File: config.mk
export PLATFORM = sky130hd
export DESIGN_NAME = multicycle_control
export DESIGN_NICKNAME = d
export VERILOG_FILES = /design/src/rtl/multicycle_control.sv
export SDC_FILE = /design/constraint.sdc
export NUM_CORES = 1
export LEC_CHECK = 0
export CORE_ASPECT_RATIO = 0.9
export CORE_UTILIZATION = 35
export DETAILED_ROUTE_END_ITERATION = 8
export GPL_TIMING_DRIVEN = 0
export PLACE_DENSITY = 0.87
export SLEW_MARGIN = 20
export SYNTH_ARGS = -nofsm -noshare
export SYNTH_HDL_FRONTEND = slang
export SYNTH_SLANG_ARGS = --single-unit
File: constraint.sdc
create_clock -name clk -period 2.15 [get_ports clk]
set_input_delay 0.3225 -clock clk [delete_from_list [all_inputs] [get_ports clk]]
set_output_delay 0.3225 -clock clk [all_outputs]
set_load 0.03 [all_outputs]
File: src/rtl/multicycle_control.sv
// Multi-cycle MIPS control FSM: fetch/decode/execute/memory/writeback sequencing with memory-ready stalls.
// Optional iterative multiply state enabled by defining MULTICYCLE_MULT_EN; otherwise mult traps as illegal.
module multicycle_control #(
   parameter int ALUOP_W     = 4,
   parameter int MULT_CYCLES = 4
) (
   input  logic               clk,
   input  logic               rst_n,
   input  logic [5:0]         opcode,
   input  logic [5:0]         funct,
   input  logic               zero,
   input  logic               mem_ready,
   output logic               pc_write,
   output logic               pc_write_cond,
   output logic               ir_write,
   output logic               mem_read,
   output logic               mem_write,
   output logic               i_or_d,
   output logic               reg_dst,
   output logic               reg_write,
   output logic               mem_to_reg,
   output logic               alu_src_a,
   output logic [1:0]         alu_src_b,
   output logic [1:0]         pc_source,
   output logic [ALUOP_W-1:0] alu_op,
   output logic               mult_busy,
   output logic               illegal,
   output logic [3:0]         state
);

   typedef enum logic [3:0] {
      FETCH    = 4'd0,
      DECODE   = 4'd1,
      MEM_ADDR = 4'd2,
      MEM_RD   = 4'd3,
      MEM_WB   = 4'd4,
      MEM_WR   = 4'd5,
      EXEC_R   = 4'd6,
      R_WB     = 4'd7,
      BRANCH   = 4'd8,
      JUMP     = 4'd9,
      MULT     = 4'd10,
      TRAP     = 4'd11
   } state_e;

   localparam logic [3:0] ALU_ADD  = 4'b0010;
   localparam logic [3:0] ALU_SUB  = 4'b0110;
   localparam logic [3:0] ALU_AND  = 4'b0000;
   localparam logic [3:0] ALU_OR   = 4'b0001;
   localparam logic [3:0] ALU_SLT  = 4'b0111;
   localparam logic [3:0] ALU_MULT = 4'b1000;
   localparam logic [3:0] ALU_XOR  = 4'b1101;
   localparam logic [3:0] ALU_NOR  = 4'b1100;

   localparam logic [5:0] OP_RTYPE = 6'b000000;
   localparam logic [5:0] OP_LW    = 6'b100011;
   localparam logic [5:0] OP_SW    = 6'b101011;
   localparam logic [5:0] OP_BEQ   = 6'b000100;
   localparam logic [5:0] OP_J     = 6'b000010;
   localparam logic [5:0] FN_MULT  = 6'b011000;

   state_e state_q, state_d;
   logic [4:0] rDec;
   logic unusedZero;

   // The branch comparison happens in the datapath, so the zero flag is not consumed here.
   assign unusedZero = zero;

   // {legal, aluCode} for the R-type functs this unit executes in a single ALU pass.
   function automatic logic [4:0] rDecode(input logic [5:0] f);
      case (f)
         6'b100000: rDecode = {1'b1, ALU_ADD};
         6'b100010: rDecode = {1'b1, ALU_SUB};
         6'b100100: rDecode = {1'b1, ALU_AND};
         6'b100101: rDecode = {1'b1, ALU_OR};
         6'b101010: rDecode = {1'b1, ALU_SLT};
         6'b100110: rDecode = {1'b1, ALU_XOR};
         6'b100111: rDecode = {1'b1, ALU_NOR};
         default:   rDecode = 5'b0_0000;
      endcase
   endfunction

   assign rDec  = rDecode(funct);
   assign state = state_q;

`ifdef MULTICYCLE_MULT_EN
   logic [7:0] multCnt_q, multCnt_d;

   always_ff @(posedge clk or negedge rst_n) begin
      if (!rst_n) begin
         state_q   <= FETCH;
         multCnt_q <= 8'd0;
      end else begin
         state_q   <= state_d;
         multCnt_q <= multCnt_d;
      end
   end
`else
   localparam int unusedMultCycles = MULT_CYCLES;

   always_ff @(posedge clk or negedge rst_n) begin
      if (!rst_n) begin
         state_q <= FETCH;
      end else begin
         state_q <= state_d;
      end
   end
`endif

   // Next-state and Moore output decode; only FETCH's PC/IR strobes follow mem_ready directly.
   always_comb begin
      state_d       = state_q;
      pc_write      = 1'b0;
      pc_write_cond = 1'b0;
      ir_write      = 1'b0;
      mem_read      = 1'b0;
      mem_write     = 1'b0;
      i_or_d        = 1'b0;
      reg_dst       = 1'b0;
      reg_write     = 1'b0;
      mem_to_reg    = 1'b0;
      alu_src_a     = 1'b0;
      alu_src_b     = 2'b00;
      pc_source     = 2'b00;
      alu_op        = '0;
      mult_busy     = 1'b0;
      illegal       = 1'b0;
`ifdef MULTICYCLE_MULT_EN
      multCnt_d     = multCnt_q;
`endif
      case (state_q)
         FETCH: begin
            mem_read  = 1'b1;
            alu_src_b = 2'b01;
            alu_op    = ALUOP_W'(ALU_ADD);
            ir_write  = mem_ready;
            pc_write  = mem_ready;
            if (mem_ready) state_d = DECODE;
         end
         DECODE: begin
            alu_src_b = 2'b11;
            alu_op    = ALUOP_W'(ALU_ADD);
            case (opcode)
               OP_LW, OP_SW: state_d = MEM_ADDR;
               OP_RTYPE: begin
`ifdef MULTICYCLE_MULT_EN
                  if (funct == FN_MULT) begin
                     state_d   = MULT;
                     multCnt_d = 8'(MULT_CYCLES - 1);
                  end else
`endif
                  if (rDec[4]) state_d = EXEC_R;
                  else         state_d = TRAP;
               end
               OP_BEQ:  state_d = BRANCH;
               OP_J:    state_d = JUMP;
               default: state_d = TRAP;
            endcase
         end
         MEM_ADDR: begin
            alu_src_a = 1'b1;
            alu_src_b = 2'b10;
            alu_op    = ALUOP_W'(ALU_ADD);
            state_d   = (opcode == OP_SW) ? MEM_WR : MEM_RD;
         end
         MEM_RD: begin
            mem_read = 1'b1;
            i_or_d   = 1'b1;
            if (mem_ready) state_d = MEM_WB;
         end
         MEM_WB: begin
            reg_write  = 1'b1;
            mem_to_reg = 1'b1;
            state_d    = FETCH;
         end
         MEM_WR: begin
            mem_write = 1'b1;
            i_or_d    = 1'b1;
            if (mem_ready) state_d = FETCH;
         end
         EXEC_R: begin
            alu_src_a = 1'b1;
            alu_op    = ALUOP_W'(rDec[3:0]);
            state_d   = R_WB;
         end
         R_WB: begin
            reg_write = 1'b1;
            reg_dst   = 1'b1;
            state_d   = FETCH;
         end
         BRANCH: begin
            alu_src_a     = 1'b1;
            alu_op        = ALUOP_W'(ALU_SUB);
            pc_write_cond = 1'b1;
            pc_source     = 2'b01;
            state_d       = FETCH;
         end
         JUMP: begin
            pc_write  = 1'b1;
            pc_source = 2'b10;
            state_d   = FETCH;
         end
`ifdef MULTICYCLE_MULT_EN
         MULT: begin
            alu_src_a = 1'b1;
            alu_op    = ALUOP_W'(ALU_MULT);
            mult_busy = 1'b1;
            if (multCnt_q == 8'd0) state_d = R_WB;
            else                   multCnt_d = multCnt_q - 8'd1;
         end
`endif
         TRAP: begin
            illegal = 1'b1;
            state_d = TRAP;
         end
         default: state_d = FETCH;
      endcase
   end

endmodule

### Word-level counts from Yosys, hierarchy flattened

Index checks and enable logic that the tools add are counted.
W data, S select, Z words.

* output and inout port bits: 24
* word-level logic and storage cells: 56
* bits of input ports: 16
* register bits: 4

* reductions and logical operators: 9
* equal/unequal tests: 24
* multiplexer cells: 22

Operator list (number)
* $eq A6 B6 Y1 const B: 9
* $pmux W5 S7: 1
* $pmux W4 S7: 1
* $eq A4 B3 Y1 const B: 4
* $mux W4: 4
* $pmux W4 S4: 1
* $eq A4 B4 Y1 const B: 3
* $pmux W4 S3: 1
* $mux W1: 10
* $eq A4 B2 Y1 const B: 2
* $reduce_or A2 Y1: 4
* $eq A6 B2 Y1 const B: 1
* $eq A6 B3 Y1 const B: 1
* $logic_not A6 Y1: 1
* $ne A2 B2 Y1 const B: 3
* $pmux W2 S3: 1
* $reduce_or A3 Y1: 2
* $eq A4 B1 Y1 const B: 1
* $logic_not A4 Y1: 1
* $pmux W2 S2: 1
* $mux W3: 1
* $reduce_and A3 Y1: 1
* $pmux W1 S2: 1

### Longest topological paths before layout

Gate-level depths: netlist of the first run.

* word-level depth: 5
* depth in mapped cells: 5
* depth with buffers taken out: 4

### Worst setup path before layout of the first run

No wires, ideal clock.

* kind: flip-flop to output port
* from: reg state_q[0], in the netlist state[0]
* to: out alu_op[2]
* setup slack: -0.079 ns
* arrival: 1.906 ns
* path buffers: 1
* data required time: 1.827 ns
* cell stages (with the launch flop): 5
* path through: dfrtp_1 -> buf_1 -> nor2_1 -> nand4_1 -> o32ai_1

* longest elaborated chain between the ends: 3
* elaborated cells on any way between the ends: 7
* classes of those cells: eq/ne: 4; mux: 1; reduce/logical: 2

RTL lines
* start: declaration: RTL line 62 `state_e state_q, state_d;`
* start signal: assignment: RTL line 105 `state_q <= state_d;`
* $eq A4 B1 Y1, or another cell as far along: RTL line 131 `case (state_q)`
* $reduce_or A3 Y1 (no line)
* $pmux W4 S3 *: RTL line 131
* end: declaration: RTL line 25 `output logic [ALUOP_W-1:0] alu_op,`

Mark *: on every way between the ends. The rest lies on a longest branch, timed or not.

### Final worst setup path of the first run

* from: reg state_q[3], in the netlist state[3]
* to: out pc_write

* longest elaborated chain between the ends: 2
* elaborated cells on any way between the ends: 3
* classes of those cells: eq/ne: 1; mux: 1; reduce/logical: 1

RTL lines
* $eq A4 B4 Y1 / $logic_not A4 Y1 (equally long branches): RTL line 131
* $pmux W1 S2 *: RTL line 131
* end: declaration: RTL line 13 `output logic pc_write,`

Marks and branches as above.

==> qor.txt, run 1 <==
====================================================================================
Synth async-reset ratio ...............................................        1.000
Critical path capture point type ...................................... primary output
Number of buffers inserted for hold repair after clock tree synthesis .            0
Post-synthesis average cell area ......................................    7.191 µm²
Post-synthesis register bit count .....................................            4
Max clock buf depth ...................................................            2
Violations in the final reports .......................................          DRC
Total placed instance area ............................................     1040 µm²
Largest register FFs ..................................................            4
Congestion Overflow GR ................................................            0
Simple logic cell fraction of the synthesized area ....................       0.3400
Leakage ...............................................................    0.4755 nW
CTS Sinks .............................................................            4
Routed length per placed instance .....................................     12.72 µm
Areal power density over the cells ....................................  1449 nW/µm²
Buffers plus inverters on the worst setup path ........................            2
Cell with the most instances after synthesis .......................... sky130_fd_sc_hd__nor2_1
Design Power ..........................................................     1.523 mW
Synthesized netlist cell count ........................................           87
Inserted Diodes .......................................................            0
Max Clock Freq ........................................................    486.1 MHz
Num CTS Buffers .......................................................            3
Final critical-path required period ...................................      2057 ps
Unrepaired setup endpoints after global routing .......................        false
Number of antenna violations at the first check in global routing .....            0
Initial DRT Pass Iterations ...........................................            6
Row cnt ...............................................................           14
Worst Path Required ...................................................      1830 ps
Vias in the first global route ........................................          735
Post-synth top cells .................................................. sky130_fd_sc_hd__nor2_1, sky130_fd_sc_hd__nand2b_1, sky130_fd_sc_hd__a21oi_1, sky130_fd_sc_hd__dfrtp_1, sky130_fd_sc_hd__inv_1
Number of max-slew violations in the final report .....................            0
Sequential share of the synthesized area ..............................       0.1600
Final setup viols .....................................................            0
DR vias ...............................................................          809
Placed insts ..........................................................          148
Area share of the leading cell type in the synthesized netlist ........       0.1600
Outcome ............................................................... finished with violations
Number of DRC violations after detailed-routing iteration 0 ...........           32
Finished layout cell area .............................................     1051 µm²
Initial Util ..........................................................       0.3720
Category of the critical setup timing path ............................      reg2out
Final routed wirelength across all metal layers .......................      1921 µm
Number of standard cells in the final layout excluding fillers ........          151
Synth cell types ......................................................           43
Util after Layout .....................................................       0.6250
Height of the die .....................................................     42.11 µm
Compound-cell area share of the yosys netlist .........................       0.3400
Core Box Area .........................................................     1682 µm²
TritonCTS clock tree ..................................................         done
Place WS ..............................................................    -443.1 ps
Cell with the biggest individual delay on the critical path ........... sky130_fd_sc_hd__dlygate4sd2_1
Net count of the finished layout ......................................          145
Share of cells above drive strength 1 .................................       0.1811
Count of endpoints failing hold in the final timing report ............            0
Number of levels the H-tree was split into ............................            1
Synth Cell Area .......................................................    625.6 µm²
Fraction of the mapped netlist area in adder cells ....................      0.01600
Pin count of the biggest net entering global routing ..................           11
Met3 routing resource usage after global routing ......................      0.03017
Die footprint .........................................................     1961 µm²
Dominant delay contributor by cell family on the critical path ........ buffers and inverters
Final setup slack of the worst path ...................................     92.95 ps
Detailed-placement wirelength estimate ................................      1508 µm
Met1 routing resource usage after global routing ......................       0.2827
Horizontal die dimension ..............................................     46.57 µm
Number of design rule violations left after detail routing ............            1
Cell chosen for the clock root ........................................ sky130_fd_sc_hd__clkbuf_4
Synthesized Nets ......................................................          103
Share of cell area taken by muxes after synthesis .....................      0.01600
Antenna violation net count after detailed routing ....................            0
Cells traversed along the worst timing path ........................... buf_2, nor2_1, and3_1, or2_2, dlygate4sd2_1
Wire length of the first global-routing pass ..........................      3201 µm
Arrival time at the worst endpoint ....................................      1730 ps
Overall fraction of global-route tracks in use ........................       0.2211
Yosys warns ...........................................................            0
Via/cell ratio ........................................................        5.358
Main synth FF type .................................................... sky130_fd_sc_hd__dfrtp_1
Most Used Layer, Global Route .........................................         met2
Synthesized-area fraction occupied by xor and xnor cells ..............      0.04200
Final weighted congestion in routability-driven placement .............       0.8496
Worst setup SP type ...................................................    flip-flop
Buffers added on ports ................................................           37
Main combinational cell family by area after synthesis ................ compound AO/OA/AOI/OAI gates
Clock transition at the registers of the reported paths ...............        40 ps
GR Layer Usage met2 ...................................................       0.3694
Largest fanout on the critical path ...................................           10
Largest cells by area after synthesis ................................. sky130_fd_sc_hd__dfrtp_1, sky130_fd_sc_hd__nor2_1, sky130_fd_sc_hd__nand2b_1, sky130_fd_sc_hd__a2111oi_4, sky130_fd_sc_hd__o32ai_1
Clock latency on the worst-skew pair ..................................       230 ps
Biggest cell delay along the critical path ............................       360 ps
Area added between synthesis and finish ...............................       68.00%
Max-cap violations ....................................................            0
Clk_skew ..............................................................     1.137 ps
VDD IR-drop max .......................................................     1.152 mV
Type of the tightest min-delay check ..................................     in2async
Share of the cycle needed by the critical path after routing ..........       0.9568
Largest area contributor in the netlist ............................... sky130_fd_sc_hd__dfrtp_1
Number of enable flip-flop cells after synthesis ......................            0
Count of boundary I/O pins ............................................           40
====================================================================================
==> cells by family (layout without fill, tap and decap cells) <==
group | after synthesis | in the layout
AND/OR/NAND/NOR | 41 | 41
AO/OA/AOI/OAI | 25 | 25
buffers and inverters | 11 | 51
flip-flops | 4 | 4
XOR/XNOR | 3 | 3
adder cells (fa/ha/maj) | 1 | 1
other | 1 | 1
multiplexers | 1 | 1
==> stage by stage <==
stage          hold slack (ps)  TNS [ps]
3_3_place_gp             527.0     -1439
6_report                 289.8         0
3_5_place_dp             534.9     -1599
2_1_floorplan            26.91    -1.770
4_1_cts                  284.8         0
5_1_grt                  309.6         0
==> layout make-up <==
cell class              instances  area [µm²]
plain buffers                   7       42.54
inverters                       4       15.01
multi-input cells              72       496.7
repair buffers                 37       344.1
well taps                      24       30.03
fillers                       162       630.6
flip-flops and latches          4       100.1
clock buffers                   3       22.52
==> power breakdown <==
group | leakage [nW] | total, mW | internal, mW | switching [mW]
Clock | 0.0138 | 0.0889 | 0.0622 | 0.0267
Sequential | 0.0505 | 0.149 | 0.113 | 0.0359
Combinational | 0.411 | 1.28 | 0.482 | 0.802
==> cell usage in the layout (no fill, tap or decap), types with 2 or more instances in the layout <==
cell	instances
sky130_fd_sc_hd__clkdlybuf4s50_1	18
sky130_fd_sc_hd__dlygate4sd2_1	14
sky130_fd_sc_hd__nor2_1	13
sky130_fd_sc_hd__clkbuf_4	5
sky130_fd_sc_hd__nand2b_1	5
sky130_fd_sc_hd__inv_1	4
sky130_fd_sc_hd__buf_2	4
sky130_fd_sc_hd__a21oi_1	4
sky130_fd_sc_hd__dfrtp_1	4
sky130_fd_sc_hd__o21a_1	3
sky130_fd_sc_hd__nand3_1	3
sky130_fd_sc_hd__nor3_1	3
sky130_fd_sc_hd__nor2b_1	2
sky130_fd_sc_hd__nand2_1	2
sky130_fd_sc_hd__nor3b_1	2
sky130_fd_sc_hd__and3_1	2
sky130_fd_sc_hd__xnor2_1	2
sky130_fd_sc_hd__o32ai_1	2
sky130_fd_sc_hd__buf_4	2
sky130_fd_sc_hd__clkbuf_2	2
==> routing by layer <==
layer	routed length [µm]	vias up
li1	-	401
met1	791	364
met2	1004	38
met3	114	6
met4	10	0
met5	0	-
==> final timing paths <==
path	start	end	slack, ps	depth (start not counted)
worst max register to register	state[1]	state[2]	680	4
worst min register to register	state[0]	state[2]	760	2
max in group asynchronous	rst_n	state[1]	1700	1
min in group clk	state[0]	state[2]	760	2
worst min-delay path	rst_n	state[3]	290	1
worst max-delay path	state[3]	pc_write	90	5
==> timing repair <==
item / 4_1_cts / 5_1_grt
setup buffers: 0 / 0
pin swaps: 0 / 0
endpoints found under the hold margin: 0 / 0
setup endpoints to repair: 19 / 7
gates cloned: 0 / 0
gates resized for setup: 29 / 12
(Power assumes the default switching activity.)
==> run 2, diff against run 1 <==
Settings changed: CORE_UTILIZATION 35 to 38, PLACE_DENSITY 0.87 to 0.92.
==> run 2 against run 1 <==
  * The flow now finishes without violations
  * Setup slack worse by 22 ps
  * Non-clock buffer count unchanged
  * Die area down 7.6%
  * Count of clock-buffer cells in the layout unchanged
  * Sequential power up 3%
  * First-iteration DRC count unchanged
  * Sequential cell count unchanged
  * Clock power about the same
  * Register-to-register slack worse by 30 ps
  * Core utilization up 7.3 points
  * Final cell count down 1.3%
  * Critical path type is now in2out
==> qor.txt, run 2 (synthesized netlist as in run 1, its figures left out) <==
====================================================================================
Initial Util ..........................................................       0.4181
Share of cells above drive strength 1 .................................       0.1811
Number of DRC violations after detailed-routing iteration 0 ...........           32
Detailed-placement wirelength estimate ................................      1562 µm
Share of the cycle needed by the critical path after routing ..........       0.9672
Hold slack ............................................................     292.0 ps
Clk_skew ..............................................................     2.891 ps
Row cnt ...............................................................           13
Overall fraction of global-route tracks in use ........................       0.2385
Congestion Overflow GR ................................................            0
Leading cell type in the layout, fill and taps excluded ............... sky130_fd_sc_hd__clkdlybuf4s50_1
Buffers added on ports ................................................           37
Core Box Area .........................................................     1496 µm²
Cell with the biggest individual delay on the critical path ........... sky130_fd_sc_hd__clkdlybuf4s50_1
Critical path depth in cells ..........................................            6
Number of max-slew violations in the final report .....................            0
Height of the die .....................................................     40.49 µm
Worst setup SP type ................................................... primary input
Inserted Diodes .......................................................            0
Number of design rule violations left after detail routing ............            0
Category of the critical setup timing path ............................       in2out
Wire length of the first global-routing pass ..........................      3084 µm
Pin count of the biggest net entering global routing ..................           11
Antenna violation net count after detailed routing ....................            0
Initial DRT Pass Iterations ...........................................            4
Clock latency on the worst-skew pair ..................................       230 ps
Type of the tightest min-delay check ..................................     in2async
Max clock buf depth ...................................................            2
Areal power density over the cells ....................................  1452 nW/µm²
TritonCTS clock tree ..................................................         done
Num CTS Buffers .......................................................            3
Max-cap violations ....................................................            0
Final weighted congestion in routability-driven placement .............       0.9000
Placed insts ..........................................................          146
Post-Route Setup TNS ..................................................         0 ps
Number of levels the H-tree was split into ............................            1
Most used cells in the layout excluding fill and tap cells ............ sky130_fd_sc_hd__clkdlybuf4s50_1, sky130_fd_sc_hd__dlygate4sd2_1, sky130_fd_sc_hd__nor2_1
Largest register FFs ..................................................            4
Critical path capture point type ...................................... primary output
Finished layout cell area .............................................     1045 µm²
Net count of the finished layout ......................................          145
Final setup viols .....................................................            0
Buffers plus inverters on the worst setup path ........................            2
Dominant delay contributor by cell family on the critical path ........ simple AND/OR/NAND/NOR gates
Arrival time at the worst endpoint ....................................      1760 ps
Cell chosen for the clock root ........................................ sky130_fd_sc_hd__clkbuf_4
Via/cell ratio ........................................................        5.638
VDD IR-drop max .......................................................     1.007 mV
Vias in the first global route ........................................          723
Depth of the most critical reg-to-reg path ............................            4
DR vias ...............................................................          840
Max Clock Freq ........................................................    480.9 MHz
Biggest cell delay along the critical path ............................       380 ps
Final critical-path required period ...................................      2079 ps
Total placed instance area ............................................     1037 µm²
Number of antenna violations at the first check in global routing .....            0
Outcome ............................................................... complete, no violations
Number of buffers inserted for hold repair after clock tree synthesis .            0
Die footprint .........................................................     1813 µm²
CTS Sinks .............................................................            4
Count of endpoints failing hold in the final timing report ............            0
Number of standard cells in the final layout excluding fillers ........          149
Largest fanout on the critical path ...................................            3
Cells traversed along the worst timing path ........................... clkdlybuf4s50_1, nand2b_1, nor2_2, nand4_1, nor3b_1, clkdlybuf4s18_2
Leakage ...............................................................    0.4766 nW
Final routed wirelength across all metal layers .......................      1978 µm
Area added between synthesis and finish ...............................       67.00%
Count of boundary I/O pins ............................................           40
Worst Path Required ...................................................      1830 ps
Routed length per placed instance .....................................     13.28 µm
Clock transition at the registers of the reported paths ...............        40 ps
Horizontal die dimension ..............................................     44.77 µm
====================================================================================
-- run 2: cell types whose count changed in the layout (fill, tap and decap cells not counted) --
cell and change:
sky130_fd_sc_hd__buf_2 +1, sky130_fd_sc_hd__clkdlybuf4s15_2 -1, sky130_fd_sc_hd__clkdlybuf4s18_2 +1, sky130_fd_sc_hd__clkbuf_4 -1
-- run 2: worst paths after layout --
check	slack (ps)	to	from
max	70	alu_op[3]	funct[4]
min	290	state[0]	rst_n
max reg2reg	650	state[2]	state[1]
min reg2reg	770	state[2]	state[0]
max in group asynchronous	1690	state[3]	rst_n
min in group clk	770	state[2]	state[0]
-- run 2: power by group --
| group | switching, mW | internal [mW] |
|---|---|---|
| registers | 0.0408 | 0.113 |
| logic | 0.794 | 0.479 |
| clock network | 0.0267 | 0.0621 |
| total | 0.862 | 0.655 |
-- run 2: through the flow --
stage / power, mW / utilization / setup slack, ps
after global placement: 1.473 / 0.6931 / -396.6
after detailed placement: 1.497 / 0.6931 / -461.5
after floorplan: 1.016 / - / -1.770
after global routing: 1.632 / 0.6982 / -6.954
after CTS: 1.515 / 0.6998 / -71.56
final: 1.517 / 0.6982 / 70.54
-- run 2: layout make-up --
| class | count | area, µm² |
|---|---|---|
| clock buffer | 3 | 22.52 |
| timing repair buffer | 37 | 340.3 |
| multi-input combinational | 72 | 496.7 |
| sequential | 4 | 100.1 |
| buffer | 7 | 42.54 |
| inverter | 4 | 15.01 |
| fill | 141 | 451.7 |
| tap | 22 | 27.53 |
-- run 2: timing repair --
action	4_1_cts	5_1_grt
hold endpoints to repair	0	0
setup endpoints to repair	19	7
buffers inserted	0	0
gates resized for setup	27	14
-- run 2: routing by layer --
layer  vias up  wire length (µm)  part of all wire  track usage
met5         -                 0                 0            0
met4         0                16            0.0081       0.1212
met3         2               149             0.075      0.04054
met2        38              1007              0.51       0.4449
met1       391               805              0.41       0.2656
li1        409                 -                 -            -
